==> src/rtl/popcount_unary_tx.sv <==
// popcount_unary_tx: turns a binary count into an N-bit unary frame.
// The frame is loaded in parallel as a thermometer word (therm_o) and is
// also sent one bit per cycle on a valid/ready stream.
// Optional build macro: POPCOUNT_UNARY_SPREAD_EN. When it is defined, the ones
// in the serial frame are spread evenly across the frame instead of coming
// first. therm_o is thermometer-coded in both builds.
//
// Handshakes: a transfer takes place on a rising clk edge where valid and
// ready are both high. A source that raises valid keeps it high, with its
// data stable, until that transfer. In this block cnt_ready_o is high only in
// IDLE. bit_valid_o is high only in SEND. While the bit stream stalls,
// bit_o and bit_last_o do not change.
module popcount_unary_tx #(
    parameter int N  = 35,
    parameter int CW = 6,
    parameter int AW = 7
) (
    input  logic          clk,
    input  logic          rst,
    input  logic [CW-1:0] cnt_i,
    input  logic          cnt_valid_i,
    output logic          cnt_ready_o,
    output logic          bit_o,
    output logic          bit_valid_o,
    input  logic          bit_ready_i,
    output logic          bit_last_o,
    output logic [N-1:0]  therm_o,
    output logic          therm_valid_o,
    output logic          clamp_o,
    output logic          busy_o
);

    localparam int IW = $clog2(N);

    // Stop elaboration if the parameters cannot hold the counts or sums.
    if ((2 ** CW) <= N || (2 ** AW) < 2 * N) begin : g_param_check
        $error("popcount_unary_tx: need 2**CW > N and 2**AW >= 2*N");
    end

    typedef enum logic {IDLE, SEND} state_t;

    state_t        state;
    logic [IW-1:0] idx;
    logic [N-1:0]  therm_q;
    logic          therm_valid_q;
    logic          clamp_q;
    logic [N-1:0]  therm_next;
    logic [CW-1:0] cnt_sat;
    logic          over;
    logic          bit_cur;
    logic          accept;
    logic          handshake;
    logic          idx_last;

    assign over      = (cnt_i > CW'(N));
    assign cnt_sat   = over ? CW'(N) : cnt_i;
    assign accept    = (state == IDLE) && cnt_valid_i;
    assign handshake = (state == SEND) && bit_ready_i;
    assign idx_last  = (idx == IW'(N - 1));

    // Thermometer word for the count being accepted: bit i is set when i < count.
    for (genvar i = 0; i < N; i++) begin : g_therm
        assign therm_next[i] = (cnt_sat > CW'(i));
    end

`ifdef POPCOUNT_UNARY_SPREAD_EN
    logic [CW-1:0] cnt_q;
    logic [AW-1:0] acc;
    logic [AW-1:0] acc_sum;

    assign acc_sum = acc + AW'(cnt_q);
    assign bit_cur = (acc_sum >= AW'(N));

    // Error accumulator: a one goes out each time acc + cnt reaches N.
    // acc holds during a stall, so bit_o stays stable.
    always_ff @(posedge clk) begin
        if (rst) begin
            cnt_q <= '0;
            acc   <= '0;
        end else if (accept) begin
            cnt_q <= cnt_sat;
            acc   <= '0;
        end else if (handshake) begin
            acc <= bit_cur ? (acc_sum - AW'(N)) : acc_sum;
        end
    end
`else
    assign bit_cur = therm_q[idx];
`endif

    // Control FSM: accept a count in IDLE, then send N bits in SEND.
    always_ff @(posedge clk) begin
        if (rst) begin
            state         <= IDLE;
            idx           <= '0;
            therm_q       <= '0;
            therm_valid_q <= 1'b0;
            clamp_q       <= 1'b0;
        end else begin
            therm_valid_q <= 1'b0;
            clamp_q       <= 1'b0;
            case (state)
                IDLE: begin
                    if (cnt_valid_i) begin
                        therm_q       <= therm_next;
                        therm_valid_q <= 1'b1;
                        clamp_q       <= over;
                        idx           <= '0;
                        state         <= SEND;
                    end
                end
                SEND: begin
                    if (bit_ready_i) begin
                        if (idx_last) begin
                            idx   <= '0;
                            state <= IDLE;
                        end else begin
                            idx <= idx + IW'(1);
                        end
                    end
                end
                default: state <= IDLE;
            endcase
        end
    end

    assign cnt_ready_o   = (state == IDLE);
    assign busy_o        = (state == SEND);
    assign bit_valid_o   = (state == SEND);
    assign bit_o         = (state == SEND) && bit_cur;
    assign bit_last_o    = (state == SEND) && idx_last;
    assign therm_o       = therm_q;
    assign therm_valid_o = therm_valid_q;
    assign clamp_o       = clamp_q;

endmodule

==> config.mk <==
export PLATFORM = sky130hd
export DESIGN_NAME = popcount_unary_tx
export DESIGN_NICKNAME = d
export VERILOG_FILES = /design/src/rtl/popcount_unary_tx.sv
export SDC_FILE = /design/constraint.sdc
export NUM_CORES = 1
export LEC_CHECK = 0
export BUFFER_PORTS_ARGS = -buffer_cell sky130_fd_sc_hd__buf_4
export CORE_MARGIN = 5
export CORE_UTILIZATION = 53
export CTS_CLUSTER_DIAMETER = 60
export DETAILED_ROUTE_END_ITERATION = 16
export PLACE_DENSITY = 0.79
export RECOVER_POWER = 100
export SLEW_MARGIN = 20
export SYNTH_ARGS = -nofsm -noshare
export SYNTH_HDL_FRONTEND = slang
export SYNTH_SLANG_ARGS = --single-unit
==> constraint.sdc <==
create_clock -name clk -period 2.3 [get_ports clk]
set_clock_uncertainty 0.1 [all_clocks]
set_input_delay 0.46 -clock clk [delete_from_list [all_inputs] [get_ports clk]]
set_output_delay 0.46 -clock clk [all_outputs]
set_load 0.02 [all_outputs]
==> results list, run 1 <==
- Status: finished with violations
- Failing checks: negative setup slack
- Achievable clock frequency: 388 MHz
- Layout overhead on the synthesized area: 16.3%
* Final layout net count: 310
* Required time of the worst setup path: 1.74 ns
- Final setup vio count: 2
- Headroom to the max-slew limit came out at 0.552.
- Number of nets with antenna violations after routing: 0
- In the final routed layout, each cell accounts on average for 16.5 um.
- The largest single stage delay on the critical path is 0.47 ns.
- Setup repair after global routing could not meet its margin everywhere.
- Number of global-route vias before repair: 1922
* Worst Hold Slack: 0.271 ns
* Clock Latency Late Sink: 0.30 ns
- Total detailed-routing wirelength: 5.75 mm
- Once detailed placement completed, the half-perimeter wirelength came to 4.06 mm.
- The finished cells cover 2550 sq um.
* Max capacitance violation total: 0
- Summed over all cells, the static leakage comes to 0.945 nW.
- Final number of hold-violating endpoints: 0
- Post-route non-filler standard cell count: 349
* Worst setup timing slack at the placement stage: 0.0234 ns
* Initial core utilization: 0.547
- Number of CTS-inserted buffers: 5
- Maximum vdd drop: 537 uV
* Final weighted congestion of routability-driven global placement: 0.887
- Synthesis produced a netlist with a net count of 266.
- Critical Path, Cell by Cell: buf_12 > mux2i_1 > mux4_2 > a22o_1 > a2111oi_4 > buf_4
- The worst hold path belongs to the class in -> reg.
* Number of antenna diodes: 0
* Total clock sinks: 44
- 52 I/O pins were placed.
- Initial antenna violation count: 0
- Summing every instance area after synthesis gives 2190 sq um.
* Post-synthesis average cell area: 8.62 sq um
* Crit Path Category: reg -> out
- Pin count of the biggest net entering global routing: 45
- Endpoint type of the worst setup path: primary output
* Final Worst Setup Slack: -0.279 ns
- The H-tree was split into 2 levels.
- From bottom edge to top edge, the die measures 74.3 um.
- The first detailed-routing pass took 4 iterations.
- Synthesis warning total: 0
- Detailed-route via count: 2063
* Clock Root Buffer: sky130_fd_sc_hd__clkbuf_8
* Transition time of the tightest slew-check pin: 0.673 ns
- In the final timing run, aggregate negative setup slack is -0.302 ns.
* Buffers on Ports: 51
* # placed instances: 339
* Critical Path Slowest Stage Cell: sky130_fd_sc_hd__mux4_2
* Share of the core filled with cells: 0.637
- Power density over the cells: 669 nW/um^2
- Number of enable-type register cells in the synthesized netlist: 0
* Fin. max-slew vios: 0
* Largest fanout of any net on the critical path: 15
- Filler cells: 393
* Remaining global-route overflow: 0
- For this run, the leading register cell type out of synthesis is sky130_fd_sc_hd__dfxtp_1.
- The floorplan step defined a die boundary enclosing 5520 sq um.
- Hold-fix buffer count after cts: 0
* Fraction of layout instances using a drive strength above 1: 0.130
- In the routed layout, each cell is associated on average with a via count of 5.91.
- In this run the core area contains 23 standard-cell rows.
* Area post-placement: 2590 sq um
- Wire length of the first global-routing pass: 9.45 mm
* Sequential fraction of the synthesis area: 0.402
- Flip-flop and latch count after synthesis: 44
* Minimum period implied by the final worst setup slack: 2.58 ns
- For this run, design rule violations remaining after detail routing come to 0.
- Of all flip-flops after synthesis, the portion carrying an async set or reset was 0.
- The die is 74.3 um wide.
* Gate count of the mapped netlist: 254
* Total global-route track usage: 0.221
- No sink is reached through more buffers than the 2 on the longest clock path.
- Clock input transition at the sequential cells of the worst setup and hold paths: 0.08 ns
- Synth cell types: 41
- First-iteration detailed-routing DRC count: 243
- The core region is 4000 sq um.
- The worst setup path is launched from a flip-flop.
* Power consumption: 1.70 mW
- Critical Path AT: 2.02 ns
* CTS tree: built
- Final Cycle Share: 1.12
final timing paths:
check	startpoint	cells past startpoint	end	slack [ns]
setup reg to reg	idx[0]$_SDFFE_PP0P_	7	idx[4]$_SDFFE_PP0P_	0.17
hold / removal	bit_ready_i	2	bit_valid_o$_SDFF_PP0_	0.27
hold reg to reg	therm_o[34]$_SDFFE_PP0P_	2	therm_o[34]$_SDFFE_PP0P_	0.39
setup / recovery	idx[1]$_SDFFE_PP0P_	6	bit_o	-0.28
cell type report:
| type | count | area (sq um) | share of cell area |
|---|---|---|---|
| well taps | 50 | 62.6 | 0.0246 |
| multi-input cells | 183 | 1180 | 0.463 |
| clock buffers | 7 | 86.3 | 0.0339 |
| flip-flops and latches | 44 | 886 | 0.348 |
| inverters | 4 | 15.0 | 0.00589 |
| repair buffers | 60 | 310 | 0.122 |
| clock inverters | 1 | 7.51 | 0.00295 |
cell families (layout without fill, tap and decap cells):
kind of cell | after synthesis | after routing | share of synthesized area
fa+ha+maj | 2 | 2 | 0.0114
mux | 19 | 19 | 0.123
buf+inv | 27 | 72 | 0.0600
flops | 44 | 44 | 0.402
compound gates | 58 | 58 | 0.184
simple gates | 104 | 104 | 0.219
synth_stat cells (4+ instances only):
library cell,n,area (sq um)
sky130_fd_sc_hd__nor3_1,19,95.1
sky130_fd_sc_hd__a21oi_1,17,85.1
sky130_fd_sc_hd__o22ai_1,8,50.1
sky130_fd_sc_hd__a311oi_1,6,52.6
sky130_fd_sc_hd__nand2b_1,4,25.0
sky130_fd_sc_hd__clkbuf_1,17,63.8
sky130_fd_sc_hd__nor2_1,45,169
sky130_fd_sc_hd__nor2b_1,4,25.0
sky130_fd_sc_hd__inv_1,4,15.0
sky130_fd_sc_hd__nand2_1,17,63.8
sky130_fd_sc_hd__dfxtp_1,44,881
sky130_fd_sc_hd__o21ai_0,5,25.0
sky130_fd_sc_hd__mux4_2,5,113
sky130_fd_sc_hd__a211oi_1,8,60.1
sky130_fd_sc_hd__mux2i_1,12,120
worst max-delay path: cells and delay by family (launching register included):
family | cells | cell delay, ns
multiplexers | 2 | 0.59
AO/OA/AOI/OAI | 2 | 0.46
buffers and inverters | 2 | 0.35
flip-flops | 1 | 0.33
cells in the final DEF (no fill, tap or decap), types with 2 or more instances in the layout:
cell	Yosys	layout
sky130_fd_sc_hd__a211oi_1	8	8
sky130_fd_sc_hd__a21o_1	2	2
sky130_fd_sc_hd__a21oi_1	17	17
sky130_fd_sc_hd__a311oi_1	6	6
sky130_fd_sc_hd__a31oi_1	2	2
sky130_fd_sc_hd__a41oi_1	2	2
sky130_fd_sc_hd__and2_1	2	2
sky130_fd_sc_hd__and3_1	3	3
sky130_fd_sc_hd__and3b_1	2	2
sky130_fd_sc_hd__buf_4	1	18
sky130_fd_sc_hd__clkbuf_1	17	41
sky130_fd_sc_hd__clkbuf_8	0	6
sky130_fd_sc_hd__dfxtp_1	44	42
sky130_fd_sc_hd__ha_1	2	2
sky130_fd_sc_hd__inv_1	4	4
sky130_fd_sc_hd__mux2i_1	12	12
sky130_fd_sc_hd__mux4_2	5	5
sky130_fd_sc_hd__nand2_1	17	17
sky130_fd_sc_hd__nand2b_1	4	4
sky130_fd_sc_hd__nand3_1	3	3
sky130_fd_sc_hd__nand3b_1	2	2
sky130_fd_sc_hd__nor2_1	45	45
sky130_fd_sc_hd__nor2b_1	4	3
sky130_fd_sc_hd__nor3_1	19	19
sky130_fd_sc_hd__o21ai_0	5	5
sky130_fd_sc_hd__o22ai_1	8	8
sky130_fd_sc_hd__o31a_1	2	2
registers in the layout, indices dropped and copies added, names as in the netlist:
name           count
therm_valid_o      1
therm_o           35
bit_valid_o        1
clamp_o            1
idx                6
routing by layer:
layer  global-route usage  wire length (um)  vias to the layer above
li1                     -                 -                     1003
met1                0.312              2550                      962
met2                0.338              2640                       89
met3               0.0527               492                        9
met4               0.0632                66                        0
met5                    0                 0                        -
timing repair:
item	CTS	global route
setup buffers	2	0
gates resized for setup	2	2
setup endpoints to repair	2	2
power by group:
group / internal, mW / leakage, nW / switching (mW)
Sequential: 0.814 / 0.365 / 0.0486
Clock: 0.244 / 0.0445 / 0.270
Combinational: 0.117 / 0.536 / 0.212
Total: 1.18 / 0.945 / 0.530
Power figures use the tool's default switching activity.
==> run 2, diff against run 1 <==
--- a/config.mk
+++ b/config.mk
@@ -12,6 +12,7 @@
 export DETAILED_ROUTE_END_ITERATION = 16
 export PLACE_DENSITY = 0.79
 export RECOVER_POWER = 100
+export SKIP_LAST_GASP = 1
 export SLEW_MARGIN = 20
 export SYNTH_ARGS = -nofsm -noshare
 export SYNTH_HDL_FRONTEND = slang
==> run 2 against run 1 <==
Global-route usage unchanged. Power up 0.37%. Routed wire length up 1.6%. Utilization up 0.63 points. The run still ends with negative setup slack left. Cell count up 0.29%. Design area up 0.98%. Sequential cell count unchanged. Largest power group unchanged. First-iteration DRC count up 2.5%. Critical path depth unchanged.
==> results list, run 2 (synthesis results as in run 1) <==
- Status: finished with violations
* Failing checks: negative setup slack
- Number of CTS-inserted buffers: 5 (unchanged)
- Final Worst Setup Slack: -0.286 ns (-0.00718 ns)
- Number of global-route vias before repair: 1922 (unchanged)
- RSZ-0062 raised after global routing: true
* CTS tree: built
* Overall die width: 74.3 um (unchanged)
* Sum of buffers and inverters on the critical path: 2 (unchanged)
- The number of placement rows was 23 (unchanged).
- The wire length of the first global-routing pass came to 9.45 mm (unchanged).
- The peak supply drop came to 538 uV (+0.24%).
- Post-route non-filler standard cell count: 350 (+0.29%)
* Largest fanout of any net on the critical path: 8 (-7)
* Power consumption: 1.71 mW (+0.37%)
- Power density over the cells: 665 nW/um^2 (-0.60%)
* Clock Root Buffer: sky130_fd_sc_hd__clkbuf_8
* Hold-fix buffer count after cts: 0 (unchanged)
* Average vias per placed instance: 5.98 (+1.1%)
- The worst setup path is of the reg -> out kind.
- Required time of the worst setup path: 1.74 ns (about the same)
- The aggregate global-route resource usage was 0.221 (unchanged).
* Clock network fraction of design power: 0.303 (about the same)
- The shortest period the worst path allows came to 2.59 ns (+0.00718 ns).
- The flip-flop count of the largest register after layout came to 35 (unchanged).
- The share of layout cells above drive strength 1 came to 0.133 (+0.00290).
* Critical path startpoint category: flip-flop
* Number of nets with antenna violations after routing: 0 (unchanged)
* Flop pwr share: 0.504 (-0.002)
- The layout filler cell count was 387 (-1.5%).
* HPWL after detailed placement: 4.06 mm (unchanged)
- Number of antenna diodes: 0 (unchanged)
- Transition time of the tightest slew-check pin: 0.676 ns (+0.00313 ns)
* Non-Filler Cell Area, Final: 2570 sq um (+0.98%)
* Detailed Routing Iterations Pass 1: 4 (unchanged)
- DIE HEIGHT: 74.3 um (unchanged)
* Area post-placement: 2590 sq um (unchanged)
* CTS max path bufs: 2 (unchanged)
- The library cell used most frequently in the layout, excluding fill and tap cells, is sky130_fd_sc_hd__nor2_1.
- Detailed-route via count: 2092 (+1.4%)
* DRC violations left: 0 (unchanged)
* Share of the core filled with cells: 0.643 (+0.00626)
- For this design, the slowest cell found on the critical path is sky130_fd_sc_hd__mux4_2.
* Routed wire per std cell: 16.7 um (+1.3%)
* Clock Latency Late Sink: 0.30 ns (about the same)
* Final weighted congestion of routability-driven global placement: 0.887 (unchanged)
* Internal portion of total power: 1.18 mW (about the same)
- Layout overhead on the synthesized area: 17.5%
* Static Leakage: 0.956 nW (+1.1%)
- Remaining global-route overflow: 0 (unchanged)
- Achievable clock frequency: 387 MHz (-0.28%)
* Commonest non-fill, non-tap cells in the layout: sky130_fd_sc_hd__nor2_1 (45), sky130_fd_sc_hd__dfxtp_1 (42), sky130_fd_sc_hd__clkbuf_1 (41), sky130_fd_sc_hd__nor3_1 (19), sky130_fd_sc_hd__buf_4 (18)
- Max capacitance violation total: 0 (unchanged)
- The number of nets in the finished design was 311 (+0.32%).
- The number of clock sinks was 44 (unchanged).
* Combinational Power Share: 0.193 (about the same)
- Critical Path, Cell by Cell: buf_12 > mux2i_1 > mux4_2 > a22o_1 > a2111oi_4 > buf_4
* Final Cycle Share: 1.12 (+0.00312)
* Area of the placeable core: 4000 sq um (unchanged)
* Initial core utilization: 0.547 (unchanged)
- The initial antenna violation count was 0 (unchanged).
- The post-route setup TNS came to -0.312 ns (-0.0108 ns).
* First-iteration detailed-routing DRC count: 249 (+2.5%)
* # placed instances: 339 (unchanged)
* Switching power of the nets: 535 uW (+1.0%)
- The number of buffers added on ports is 51 (unchanged).
- STA classifies the critical path endpoint as a primary output.
- The total setup violations reported at the end of the flow was 2 (unchanged).
- Class of the most critical hold timing path: in -> reg
- The maximum number of pins on one net before global-route repair is 45 (unchanged).
- Relative slew slack: 0.549 (-0.00209)
* I/O pin count: 52 (unchanged)
- Broken down by cell family, the worst path's largest delay share belongs to multiplexers.
- Switching share of power: 0.313 (+0.00192)
- Multi-input gate area: 1180 sq um (unchanged)
* Clock input transition at the sequential cells of the worst setup and hold paths: 0.09 ns (about the same)
* Delay contributed by the slowest stage of the critical path: 0.47 ns (about the same)
- The number of max-slew violations in the final report came to 0 (unchanged).
* Die Area: 5520 sq um (unchanged)
- The number of hold-slack violations in the final timing report came to 0 (unchanged).
- The area taken by flip-flops and latches came to 886 sq um (unchanged).
- The maximum level of the CTS H-tree is 2 (unchanged).
- The data arrival time of the worst path was 2.03 ns (about the same).
* Total detailed-routing wirelength: 5.84 mm (+1.6%)
-- run 2: cell types whose count changed in the layout (fill, tap and decap cells not counted), sizes merged --
cell	before	now
clkbuf	48	49
-- run 2: power groups by stage --
stage / logic, mW / clock network [mW] / registers [mW]
3_5_place_dp: 0.369 / 0 / 0.881
5_1_grt: 0.361 / 0.550 / 0.870
3_3_place_gp: 0.361 / 0 / 0.884
2_1_floorplan: 0.174 / 0 / 0.926
6_report: 0.331 / 0.518 / 0.863
4_1_cts: 0.372 / 0.517 / 0.864
-- run 2: what timing repair did --
action / in CTS / in global routing
cloned: 0 / 1
endpoints found under the setup margin: 2 / 2
resized for setup: 1 / 3
setup buffers: 2 / 0
-- run 2: worst paths after layout --
kind | start | end | slack [ns] | cells past startpoint
max | idx[1]$_SDFFE_PP0P_ | bit_o | -0.29 | 6
min | bit_ready_i | bit_valid_o$_SDFF_PP0_ | 0.27 | 2
max reg2reg | idx[0]$_SDFFE_PP0P_ | idx[4]$_SDFFE_PP0P_ | 0.17 | 7
min reg2reg | therm_o[34]$_SDFFE_PP0P_ | therm_o[34]$_SDFFE_PP0P_ | 0.39 | 2
-- run 2: layout make-up --
class                      instances  share of cell area
multi-input combinational        183               0.459
sequential                        44               0.344
timing repair buffer              61               0.130
clock buffer                       7              0.0336
tap                               50              0.0243
inverter                           4             0.00584
clock inverter                     1             0.00292
-- run 2: worst register-to-register path, stage by stage (launching register included) --
cell and delay (ns):
sky130_fd_sc_hd__dfxtp_4 0.42, sky130_fd_sc_hd__clkbuf_1 0.19, sky130_fd_sc_hd__inv_1 0.11, sky130_fd_sc_hd__ha_1 0.24, sky130_fd_sc_hd__a31oi_1 0.31, sky130_fd_sc_hd__clkbuf_1 0.28
sky130_fd_sc_hd__a41oi_1 0.15, sky130_fd_sc_hd__a311oi_1 0.25
-- run 2: metrics by stage --
| step | setup slack, ns | hold slack, ns |
|---|---|---|
| global route | -0.354 | 0.272 |
| global placement | 0.0508 | 0.372 |
| floorplan | 0.0153 | 0.404 |
| CTS | -0.295 | 0.269 |
| finish | -0.286 | 0.268 |
| detailed placement | 0.0234 | 0.379 |
-- run 2: routing by layer --
metal  GRT usage  share of wire  up-vias
li1            -              -     1002
met1       0.312           0.44      994
met2       0.338           0.46       84
met3      0.0527          0.087       12
met4      0.0632          0.013        0
met5           0              0        -
